File: src/rtl/operand_sel_unit.sv
// rtl/operand_sel_unit.sv - registered, handshaked operand selector with parallel or MSB-first serial delivery
//
// Selects one of NUM_IN packed operand channels or a built-in constant
// (all-ones, one, zero), captures it, then presents it either as a word
// (dout/dout_valid/dout_ready) or as an MSB-first bit stream
// (bit_out/bit_valid/bit_ready/bit_last) with optional leading-zero skip.
//
// Ports:
//   clk, rst_n              clock, synchronous active-low reset
//   din[NUM_IN*WIDTH]       packed channels, channel k at din[k*WIDTH +: WIDTH]
//   sel[SEL_W]              source select (<NUM_IN channel, NUM_IN ones, NUM_IN+1 one, else zero)
//   mode                    0 parallel word, 1 serial bits
//   skip_lz                 serial only: discard leading zeros
//   req_valid / req_ready   request handshake (ready only while idle)
//   dout, dout_valid, dout_ready         parallel output handshake
//   bit_out, bit_valid, bit_ready, bit_last  serial output handshake
module operand_sel_unit #(
  parameter int WIDTH  = 8,
  parameter int NUM_IN = 4,
  parameter int SEL_W  = $clog2(NUM_IN + 3)
) (
  input  logic                    clk,
  input  logic                    rst_n,
  input  logic [NUM_IN*WIDTH-1:0] din,
  input  logic [SEL_W-1:0]        sel,
  input  logic                    mode,
  input  logic                    skip_lz,
  input  logic                    req_valid,
  output logic                    req_ready,
  output logic [WIDTH-1:0]        dout,
  output logic                    dout_valid,
  input  logic                    dout_ready,
  output logic                    bit_out,
  output logic                    bit_valid,
  input  logic                    bit_ready,
  output logic                    bit_last
);

  localparam int CNT_W = $clog2(WIDTH);
  localparam logic [CNT_W-1:0] CNT_LAST = CNT_W'(WIDTH - 1);

  typedef enum logic [1:0] {S_IDLE, S_HOLD, S_SKIP, S_SHIFT} state_t;

  state_t            state, state_n;
  logic [WIDTH-1:0]  shreg, shreg_n;
  logic [CNT_W-1:0]  cnt, cnt_n;
  logic [WIDTH-1:0]  dout_n;
  logic [WIDTH-1:0]  decoded;

  // Source decode; constants take priority only for their own codes,
  // every code above NUM_IN+1 yields zero.
  always_comb begin
    decoded = '0;
    for (int k = 0; k < NUM_IN; k++) begin
      if (sel == SEL_W'(k)) decoded = din[k*WIDTH +: WIDTH];
    end
    if (sel == SEL_W'(NUM_IN))
      decoded = '1;
    else if (sel == SEL_W'(NUM_IN + 1))
      decoded = WIDTH'(1);
  end

  always_comb begin
    state_n = state;
    shreg_n = shreg;
    cnt_n   = cnt;
    dout_n  = dout;
    case (state)
      S_IDLE: begin
        if (req_valid) begin
          shreg_n = decoded;
          cnt_n   = '0;
          if (!mode) begin
            state_n = S_HOLD;
            dout_n  = decoded;
          end else if (skip_lz && !decoded[WIDTH-1]) begin
            state_n = S_SKIP;
          end else begin
            state_n = S_SHIFT;
          end
        end
      end
      S_HOLD: begin
        if (dout_ready) state_n = S_IDLE;
      end
      S_SKIP: begin
        // Entered only with a zero MSB and cnt < WIDTH-1. Looking at the
        // bit behind the MSB lets the stream start the cycle after the last
        // discarded zero, so each zero costs exactly one idle cycle.
        shreg_n = shreg << 1;
        cnt_n   = cnt + 1'b1;
        if (shreg[WIDTH-2] || (cnt_n == CNT_LAST)) state_n = S_SHIFT;
      end
      S_SHIFT: begin
        if (bit_ready) begin
          shreg_n = shreg << 1;
          if (cnt == CNT_LAST) begin
            cnt_n   = '0;
            state_n = S_IDLE;
          end else begin
            cnt_n = cnt + 1'b1;
          end
        end
      end
      default: state_n = S_IDLE;
    endcase
  end

  always_ff @(posedge clk) begin
    if (!rst_n) begin
      state      <= S_IDLE;
      shreg      <= '0;
      cnt        <= '0;
      dout       <= '0;
      dout_valid <= 1'b0;
      bit_valid  <= 1'b0;
      bit_out    <= 1'b0;
    end else begin
      state      <= state_n;
      shreg      <= shreg_n;
      cnt        <= cnt_n;
      dout       <= dout_n;
      dout_valid <= (state_n == S_HOLD);
      bit_valid  <= (state_n == S_SHIFT);
      bit_out    <= (state_n == S_SHIFT) && shreg_n[WIDTH-1];
    end
  end

  assign req_ready = (state == S_IDLE);
  assign bit_last  = (state == S_SHIFT) && (cnt == CNT_LAST);

endmodule
File: config.mk
export PLATFORM = sky130hd
export DESIGN_NAME = operand_sel_unit
export DESIGN_NICKNAME = d
export VERILOG_FILES = /design/src/rtl/operand_sel_unit.sv
export SDC_FILE = /design/constraint.sdc
export NUM_CORES = 1
export LEC_CHECK = 0
export ABC_AREA = 1
export BUFFER_PORTS_ARGS = -buffer_cell sky130_fd_sc_hd__buf_2
export CORE_MARGIN = 1.5
export CORE_UTILIZATION = 40
export DETAILED_ROUTE_END_ITERATION = 8
export PLACE_DENSITY = 0.76
export SKIP_LAST_GASP = 1
export SLEW_MARGIN = 20
export SYNTH_ARGS = -nofsm -noshare
export SYNTH_HDL_FRONTEND = slang
export SYNTH_SLANG_ARGS = --single-unit
File: constraint.sdc
create_clock -name clk -period 1.7 [get_ports clk]
set_clock_uncertainty 0.2 [all_clocks]
set_input_delay 0.085 -clock clk [delete_from_list [all_inputs] [get_ports clk]]
set_output_delay 0.085 -clock clk [all_outputs]
set_load 0.03 [all_outputs]
==> impl_metrics.csv, run 1 <==
group,metric,value,unit
timing,min_period,1621,ps
cts,cts_max_level,1,
cts,root_buffer,"clkbuf_4",
placement,portBuffers,54,
timing,hold_viol,0,
yosys,synth_top_cell_by_area,"dfxtp_1",
yosys,avgSynthCellArea,6.466,µm²
yosys,synthTopCellsByArea,"dfxtp_1 (35%), nand2_1 (11%), o21ai_0 (10%), nand3_1 (7.2%), nor2_1 (7.1%)",
cts,clk_pin_slew,130,ps
setup_path,critPathKind,"in2reg",
drt,first_pass_iters,4,
timing,setup_violations,0,
timing,fin_ws,78.93,ps
drt,drt-total-wl,3496,µm
floorplanning,die_w,61.82,µm
setup_path,cp-start-kind,"input pin",
global_route,grtUsageMet2,35.19,%
cts,cts_tree,"done",
drt,viasPerCell,4.798,
floorplanning,io_pins,55,
hold_path,hold_path.class,"in2reg",
timing,worst_pin_slew,417.5,ps
global_route,grt.met3_usage,4.348,%
floorplanning,dieArea,0.003822,mm²
drt,drt_iter0_markers,60,
timing,relSlewSlack,72.13,%
setup_path,cp-end-kind,"flop",
yosys,syn_area,0.001384,mm²
cts,clkLatencyLatePin,310,ps
global_route,grt_pass1_wl,5754,µm
yosys,yosysSeqAreaShare,34.72,%
layout,utilization,57.44,%
timing,rsz0062_at_grt,"true",
global_route,gr-total-overflow,0,
status,outcome,"finished clean",
placement,dp_slack,103.7,ps
timing,period_share,95.36,%
layout,area_growth,38.52,%
global_route,grt_pass1_vias,1471,
floorplanning,initial_utilization,41.47,%
setup_path,worstPathRequired,1700,ps
yosys,synth_cell_type_count,25,
placement,dp.cells,314,
setup_path,worstPathArrival,1620,ps
global_route,grt.total_usage,19.78,%
placement,dpl.hpwl,2680,µm
global_route,grt-busiest-layer,"met2",
drt,drc,0,
global_route,grt_antenna_before_repair,0,
yosys,yosysWarnings,0,
yosys,synth_nets,259,
global_route,grtUsageMet1,23.17,%
layout,drive_above_1_share,27.97,%
global_route,grt_max_degree,14,
floorplanning,die_h,61.82,µm
placement,gp_congestion,0.8685,
cts,clock_path_buffers,2,
flow_run,max-cap-violations,0,
drt,vias,1593,
timing,max_freq,616.9,MHz
yosys,synth_top_area_share,34.72,%
yosys,synthCells,214,
cts,cts-buffers-inserted,3,
timing,slew_viol_final,0,
drt,ant_nets,0,
yosys,ys_ff_latch,24,
cts,clock_sinks,24,
floorplanning,core_area,0.003337,mm²
setup_path,path_max_fanout,2,
floorplanning,num_rows,21,
layout,final_nets,332,
pwr,cellPowerDensity,798.1,mW/mm²
layout,final_cells,332,
layout,diodes,0,
drt,wl_per_cell,10.53,µm
pwr,peakVddDrop,0.4483,mV
pwr,p_leak,1.012,nW
[cell usage after synthesis]
library cell and count:
inv_2 3, a21oi_1 18, nand2_4 1, nor3_4 1, o211a_1 1, a211oi_1 1
inv_1 25, a31oi_1 2, nand2_1 42, ha_1 3, buf_2 2, nor2_2 3
nor3_2 1, or2_0 1, nand4_1 2, buf_4 2, clkbuf_1 1, o21ai_0 29
nand3_1 20, nor2_1 26, or2_2 1, nor2_4 1, o21ai_1 3, dfxtp_1 24
buf_1 1
[path summary, 6_finish.rpt]
path | start | endpoint | slack, ps | cells after the start
min reg2reg | cnt[2]$_SDFFE_PN0P_ | cnt[2]$_SDFFE_PN0P_ | 270 | 2
min | din[13] | dout[5]$_SDFFE_PN0P_ | 10 | 7
max reg2reg | cnt[0]$_SDFFE_PN0P_ | bit_out$_SDFF_PN0_ | 130 | 7
max | din[25] | dout[1]$_SDFFE_PN0P_ | 80 | 5
[worst max-delay path, stage by stage]
cell and delay [ps]:
dlygate4sd3_1 540, buf_2 130, a211oi_2 210, dlygate4sd3_1 580, a31oi_1 70
[kinds of logic (layout without fill, tap and decap cells)]
| family | Yosys count | after routing | share of synthesized area (%) |
|---|---|---|---|
| flops | 24 | 24 | 34.72 |
| simple gates | 99 | 99 | 32.37 |
| fa+ha+maj | 3 | 3 | 2.713 |
| compound gates | 54 | 54 | 20.25 |
| buf+inv | 34 | 106 | 9.945 |
[timing repair]
action                                 CTS  global route
endpoints found under the hold margin   21             0
setup buffers                            0             1
resized for setup                        0             7
setup endpoints to repair                0             7
hold buffers                            14             0
[flip-flops by register name (all words and copies together), names as in the netlist]
| name | count |
|---|---|
| dout | 8 |
| bit_out | 1 |
| state | 2 |
| dout_valid | 1 |
| shreg | 8 |
| cnt | 3 |
| bit_valid | 1 |
[power breakdown]
part	switching, mW	internal, mW	total, mW
Clock	0.166	0.131	0.296
Sequential	0.0427	0.639	0.682
Combinational	0.336	0.216	0.551
[stage by stage]
stage	TNS [ps]	total power, mW	hold WS [ps]	instance area [µm²]
finish	0	1.530	13.72	1917
global route	-13.02	1.652	43.79	1917
CTS	0	1.539	2.321	1906
detailed placement	0	1.211	197.5	1729
global placement	0	1.206	205.2	1729
floorplan	0	1.044	83.05	1389
[cells in the final DEF, fill, tap and decap left out, types with 4 or more instances in the layout]
cell type	instances
a21oi_1	17
buf_2	53
buf_4	8
dfxtp_1	22
dlygate4sd3_1	13
inv_1	25
nand2_1	42
nand3_1	20
nor2_1	26
o21ai_0	28
o21ai_1	4
[routing by layer]
metal | vias to the layer above | routed length (µm) | part of all wire (%)
met2 | 30 | 1694 | 48
met4 | 0 | 72 | 2.1
met5 | - | 0 | 0
met1 | 706 | 1616 | 46
li1 | 849 | - | -
met3 | 8 | 113 | 3.2
[cell type report]
cell class,instances,area (µm²)
inverters,28,105.1
flip-flops and latches,24,483.0
clock buffers,4,36.28
multi-input cells,156,779.5
fillers,335,1420
well taps,46,57.56
repair buffers,74,455.4
Note: power is estimated with default switching activity, not from simulation.
==> run 2: changes to the inputs <==
Settings changed: CORE_UTILIZATION 40 to 45, PLACE_DENSITY 0.76 to 0.83.
==> run 2 against run 1 <==
Net effect: clock power shrank 19%; worst hold slack worse by 2.1 ps; non-clock buffer count grew 1; via count grew 0.75%; fmax down 3.0%; cell area down 1.1%; register-to-register slack improved by 20 ps; largest cell class unchanged; highest routed layer unchanged.
==> impl_metrics.csv, run 2 (same netlist as run 1, synthesis figures left out) <==
group,metric,value,unit
status,outcome,"finished clean",
cts,cts_max_level,1,
floorplanning,die_h,58.46,µm
hold_path,hp-start,"din[14]",
drt,m1WireLength,1651,µm
global_route,grt_max_degree,14,
layout,final_cell_mix,"buf_2 (52), nand2_1 (42), o21ai_0 (27)",
placement,portBuffers,54,
cts,cts-buffers-inserted,3,
floorplanning,die_w,58.46,µm
floorplanning,io_pins,55,
drt,vias,1605,
setup_path,path_max_fanout,2,
pwr,p_clk_share,16.1,%
placement,dp_slack,56.95,ps
cts,clkLatencyLatePin,320,ps
timing,fin_setup_tns,0,ps
drt,drt_iter0_markers,81,
pwr,p_leak,1.009,nW
cts,root_buffer,"clkbuf_4",
timing,setup_violations,0,
cts,clk_pin_slew,130,ps
flow_run,max-cap-violations,0,
setup_path,crit_top_cell,"dlygate4sd3_1",
layout,area_growth,36.98,%
cts,clock_path_buffers,2,
pwr,netSwitchingPower,0.5459,mW
timing,min_period,1671,ps
cts,cts_tree,"done",
layout,largest_registers,"dout (8), shreg (8), cnt (3)",
cts,clock_sinks,24,
setup_path,worstPathArrival,1660,ps
floorplanning,num_rows,19,
drt,wl_met3,169,µm
layout,drive_above_1_share,28.67,%
setup_path,slowest_delay,600,ps
drt,drc,0,
floorplanning,dieArea,0.003417,mm²
floorplanning,initial_utilization,48.92,%
timing,hold_viol,0,
pwr,seqPwrFrac,46.3,%
timing,relSlewSlack,71.61,%
timing,fin_ws,28.60,ps
setup_path,r2r_start,"state[1]$_SDFF_PN0_",
pwr,peakVddDrop,0.6370,mV
floorplanning,core_area,0.002829,mm²
setup_path,cp-end-kind,"flop",
drt,viasPerCell,5.063,
global_route,grt_antenna_before_repair,0,
drt,route.met2.wl,1744,µm
drt,dr.max_layer_used,"met4",
global_route,grt.total_usage,22.99,%
timing,max_freq,598.3,MHz
hold_path,hold_path_end,"dout[6]$_SDFFE_PN0P_",
pwr,p_sw_share,36.66,%
pwr,internal_power,0.9429,mW
setup_path,cp-start-kind,"input pin",
setup_path,crit_slowest_cell,"dlygate4sd3_1",
timing,slew_viol_final,0,
hold_path,min_path_cells,7,
placement,dpl.hpwl,2598,µm
setup_path,crit_chain,"dlygate4sd3_1 > buf_2 > a211oi_1 > dlygate4sd3_1 > a31oi_1",
global_route,grt_pass1_vias,1520,
layout,diodes,0,
pwr,combPwrFrac,37.6,%
placement,gp_congestion,0.8538,
layout,utilization,67.01,%
setup_path,cp_num_buf_inv,3,
pwr,cellPowerDensity,785.4,mW/mm²
global_route,gr-total-overflow,0,
drt,wl_per_cell,11.28,µm
setup_path,r2r-end,"dout[5]$_SDFFE_PN0P_",
drt,drt-total-wl,3577,µm
setup_path,critPathKind,"in2reg",
setup_path,r2r_setup_slack,150,ps
setup_path,crit_family,"buffers and inverters",
drt,first_pass_iters,4,
hold_path,hold_path.class,"in2reg",
timing,worst_pin_slew,425.4,ps
layout,layout_commonest_cell,"buf_2",
timing,period_share,98.32,%
drt,ant_nets,0,
setup_path,worst_r2r_path_depth,6,
setup_path,worstPathRequired,1690,ps
global_route,grt_pass1_wl,6354,µm
layout,final_nets,333,
timing,rsz0062_at_grt,"true",
==> run 2: changes by cell type in the layout (fill, tap and decap cells not counted), sizes merged <==
cell and change:
dlygate4sd3 -1, clkbuf -1, buf +2
==> run 2: how the worst max path moves through the flow <==
| stage | endpoint | cells past startpoint | start | slack, ps |
|---|---|---|---|---|
| 2_1_floorplan | dout[2]$_SDFFE_PN0P_ | 6 | state[0]$_SDFF_PN0_ | 110 |
| 3_3_place_gp | state[0]$_SDFF_PN0_ | 11 | sel[1] | 70 |
| 3_5_place_dp | state[0]$_SDFF_PN0_ | 11 | sel[1] | 60 |
| 4_1_cts | dout[0]$_SDFFE_PN0P_ | 7 | din[24] | 20 |
| 5_1_grt | cnt[0]$_SDFFE_PN0P_ | 6 | state[1]$_SDFF_PN0_ | -20 |
| 6_report | dout[1]$_SDFFE_PN0P_ | 5 | din[25] | 30 |
==> run 2: cell type report <==
type,instances,area [µm²]
fillers,263,933.4
inverters,28,105.1
flip-flops and latches,24,484.2
well taps,31,38.79
multi-input cells,156,782.0
repair buffers,75,462.9
clock buffers,3,22.52
==> run 2: power by group through the flow <==
stage | clock [mW] | sequential (mW) | combinational [mW]
after detailed placement | 0 | 0.697 | 0.512
after CTS | 0.247 | 0.685 | 0.546
after floorplan | 0 | 0.743 | 0.300
final | 0.240 | 0.689 | 0.560
after global placement | 0 | 0.695 | 0.506
after global routing | 0.273 | 0.699 | 0.634
==> run 2: timing repair <==
action                                 in CTS  in global routing
setup buffers                               0                  4
resized for setup                           0                 12
endpoints found under the hold margin      17                  0
setup endpoints to repair                   0                 10
hold buffers                               14                  0
==> run 2: worst min-delay path, stage by stage <==
cell and delay, ps:
buf_2 80, nand2_1 50, nand3_1 60, o21ai_1 70
nand2_1 80, o21ai_1 60, inv_1 40
==> run 2: per-stage QoR <==
stage                     power, mW  hold WS [ps]  cell area (µm²)  instances
after floorplan               1.044         83.05             1389        214
after global placement        1.201         202.4             1703        298
after detailed placement      1.210         226.5             1703        298
after CTS                     1.479         10.66             1866        315
after global routing          1.606         33.87             1896        317
final                         1.489         11.61             1896        317
==> run 2: per-layer routing <==
metal,GRT usage [%],vias to the layer above
met4,3.654,0
li1,-,845
met5,0,-
met3,4.396,3
met1,29.33,719
met2,40.77,38
==> run 3: changes to the inputs <==
Settings changed: CORE_UTILIZATION 45 to 48, GPL_TIMING_DRIVEN from default to 0, PLACE_DENSITY 0.83 to 0.87.
==> run 3 against run 2 <==
Net effect: the flow now finishes with violations (hold timing); cell area rose by 5.0%; core utilization up 5.8 points; sequential cell count stayed put; non-clock buffer count increased by 7; register-to-register slack worse by 100 ps; largest power group unchanged; worst hold slack got worse by 47 ps; combinational power is 3% higher; final cell count increased by 2.5%; clock power up 80%; critical endpoint is now bit_last; total power up 14%.
==> impl_metrics.csv, run 3 (same netlist as run 1, synthesis figures left out) <==
group,metric,value,unit
timing,setup_violations,0,
timing,relSlewSlack,62.94,%
drt,wl_per_cell,12.54,µm
timing,fin_ws,42.91,ps
cts,root_buffer,"clkbuf_4",
setup_path,cp-start-kind,"flop",
drt,ant_nets,0,
timing,rsz0062_at_grt,"true",
layout,drive_above_1_share,29.93,%
layout,final_nets,340,
cts,clk_pin_slew,140,ps
floorplanning,initial_utilization,50.62,%
drt,first_pass_iters,4,
status,outcome,"finished with violations",
floorplanning,dieArea,0.003214,mm²
layout,diodes,0,
layout,largest_registers,"dout (8), shreg (8), cnt (3)",
floorplanning,die_h,56.70,µm
cts,clkLatencyLatePin,340,ps
timing,hold_viol,4,
layout,n_fill_cell,215,
setup_path,cp-end-kind,"output pin",
drt,vias,1701,
pwr,p_total,1.698,mW
floorplanning,core_area,0.002734,mm²
drt,viasPerCell,5.234,
global_route,grt_max_degree,15,
global_route,grt.total_usage,24.89,%
floorplanning,io_pins,55,
global_route,grt_pass1_vias,1564,
global_route,grt_antenna_before_repair,0,
cts,clock_sinks,24,
placement,dpl.hpwl,2583,µm
timing,max_freq,603.5,MHz
cts,cts_tree,"done",
timing,fin_setup_tns,0,ps
drt,drt_iter0_markers,58,
drt,drc,0,
hold_path,hold_path.class,"in2reg",
layout,area_growth,43.85,%
drt,drt-total-wl,4076,µm
timing,period_share,97.48,%
layout,multiInputGateArea,794.5,µm²
placement,dp_slack,-7.106,ps
placement,gp_congestion,0.8653,
layout,final_cell_mix,"buf_2 (53), nand2_1 (42), o21ai_0 (29)",
layout,regArea,485.5,µm²
timing,hold-worst-slack,-35.73,ps
placement,portBuffers,54,
cts,cts_max_level,1,
flow_run,max-cap-violations,0,
setup_path,critPathKind,"reg2out",
cts,cts-buffers-inserted,3,
timing,worst_pin_slew,555.9,ps
floorplanning,num_rows,19,
pwr,cellPowerDensity,853.1,mW/mm²
global_route,gr-total-overflow,0,
status,violations,"hold timing",
setup_path,worstPathArrival,1370,ps
pwr,peakVddDrop,0.8273,mV
cts,clock_path_buffers,2,
setup_path,worstPathRequired,1410,ps
floorplanning,die_w,56.70,µm
setup_path,path_max_fanout,10,
pwr,p_leak,1.044,nW
global_route,grt_pass1_wl,6396,µm
timing,min_period,1657,ps
timing,slew_viol_final,0,
layout,layout_commonest_cell,"buf_2",
==> run 3: layer usage <==
| metal | global-route usage, % | up-vias | share of wire, % |
|---|---|---|---|
| met5 | 0 | - | 0 |
| met4 | 12.93 | 0 | 2.8 |
| met3 | 4.608 | 11 | 4.9 |
| met2 | 40.86 | 61 | 49 |
| met1 | 30.69 | 768 | 44 |
| li1 | - | 861 | - |
==> run 3: layout make-up <==
type,count,share of cell area [%]
clock buffers,3,1.131
inverters,28,5.280
repair buffers,76,23.88
multi-input cells,156,39.91
plain buffers,6,1.948
well taps,31,1.948
clock inverters,1,1.508
flip-flops and latches,24,24.39
==> run 3: worst max-delay path, cell delays in order, from the launching register on <==
cell,delay (ps)
dfxtp_2,400
clkbuf_4,210
nand2_1,120
nor2_1,140
buf_4,170
==> run 3: repair_timing <==
action / CTS / global route
hold endpoints to repair: 19 / 0
pin swaps: 0 / 5
buffers inserted: 0 / 8
hold buffers: 16 / 0
endpoints found under the setup margin: 5 / 21
gates resized for setup: 1 / 13
==> run 3: stage by stage <==
step	std cells	hold slack (ps)	instance area [µm²]	util, %
5_1_grt	325	26.73	1991	72.81
3_5_place_dp	299	208.5	1698	62.11
6_report	325	-35.73	1991	72.81
2_1_floorplan	214	83.05	1389	-
3_3_place_gp	299	201.1	1698	62.11
4_1_cts	319	6.526	1916	70.07
==> run 3: path summary, 6_finish.rpt <==
| path | cells past startpoint | from | to | slack, ps |
|---|---|---|---|---|
| max reg2reg | 6 | state[0]$_SDFF_PN0_ | shreg[3]$_SDFFE_PN0P_ | 50 |
| min reg2reg | 2 | shreg[0]$_SDFFE_PN0P_ | shreg[0]$_SDFFE_PN0P_ | 290 |
| min | 5 | din[0] | dout[0]$_SDFFE_PN0P_ | -40 |
| max | 4 | state[1]$_SDFF_PN0_ | bit_last | 40 |
==> run 3: report_power, final <==
group	internal, mW	total [mW]	switching (mW)	leakage, nW
logic	0.227	0.577	0.350	0.818
registers	0.641	0.688	0.0473	0.198
clock network	0.239	0.433	0.194	0.0279
total	1.11	1.70	0.591	1.04
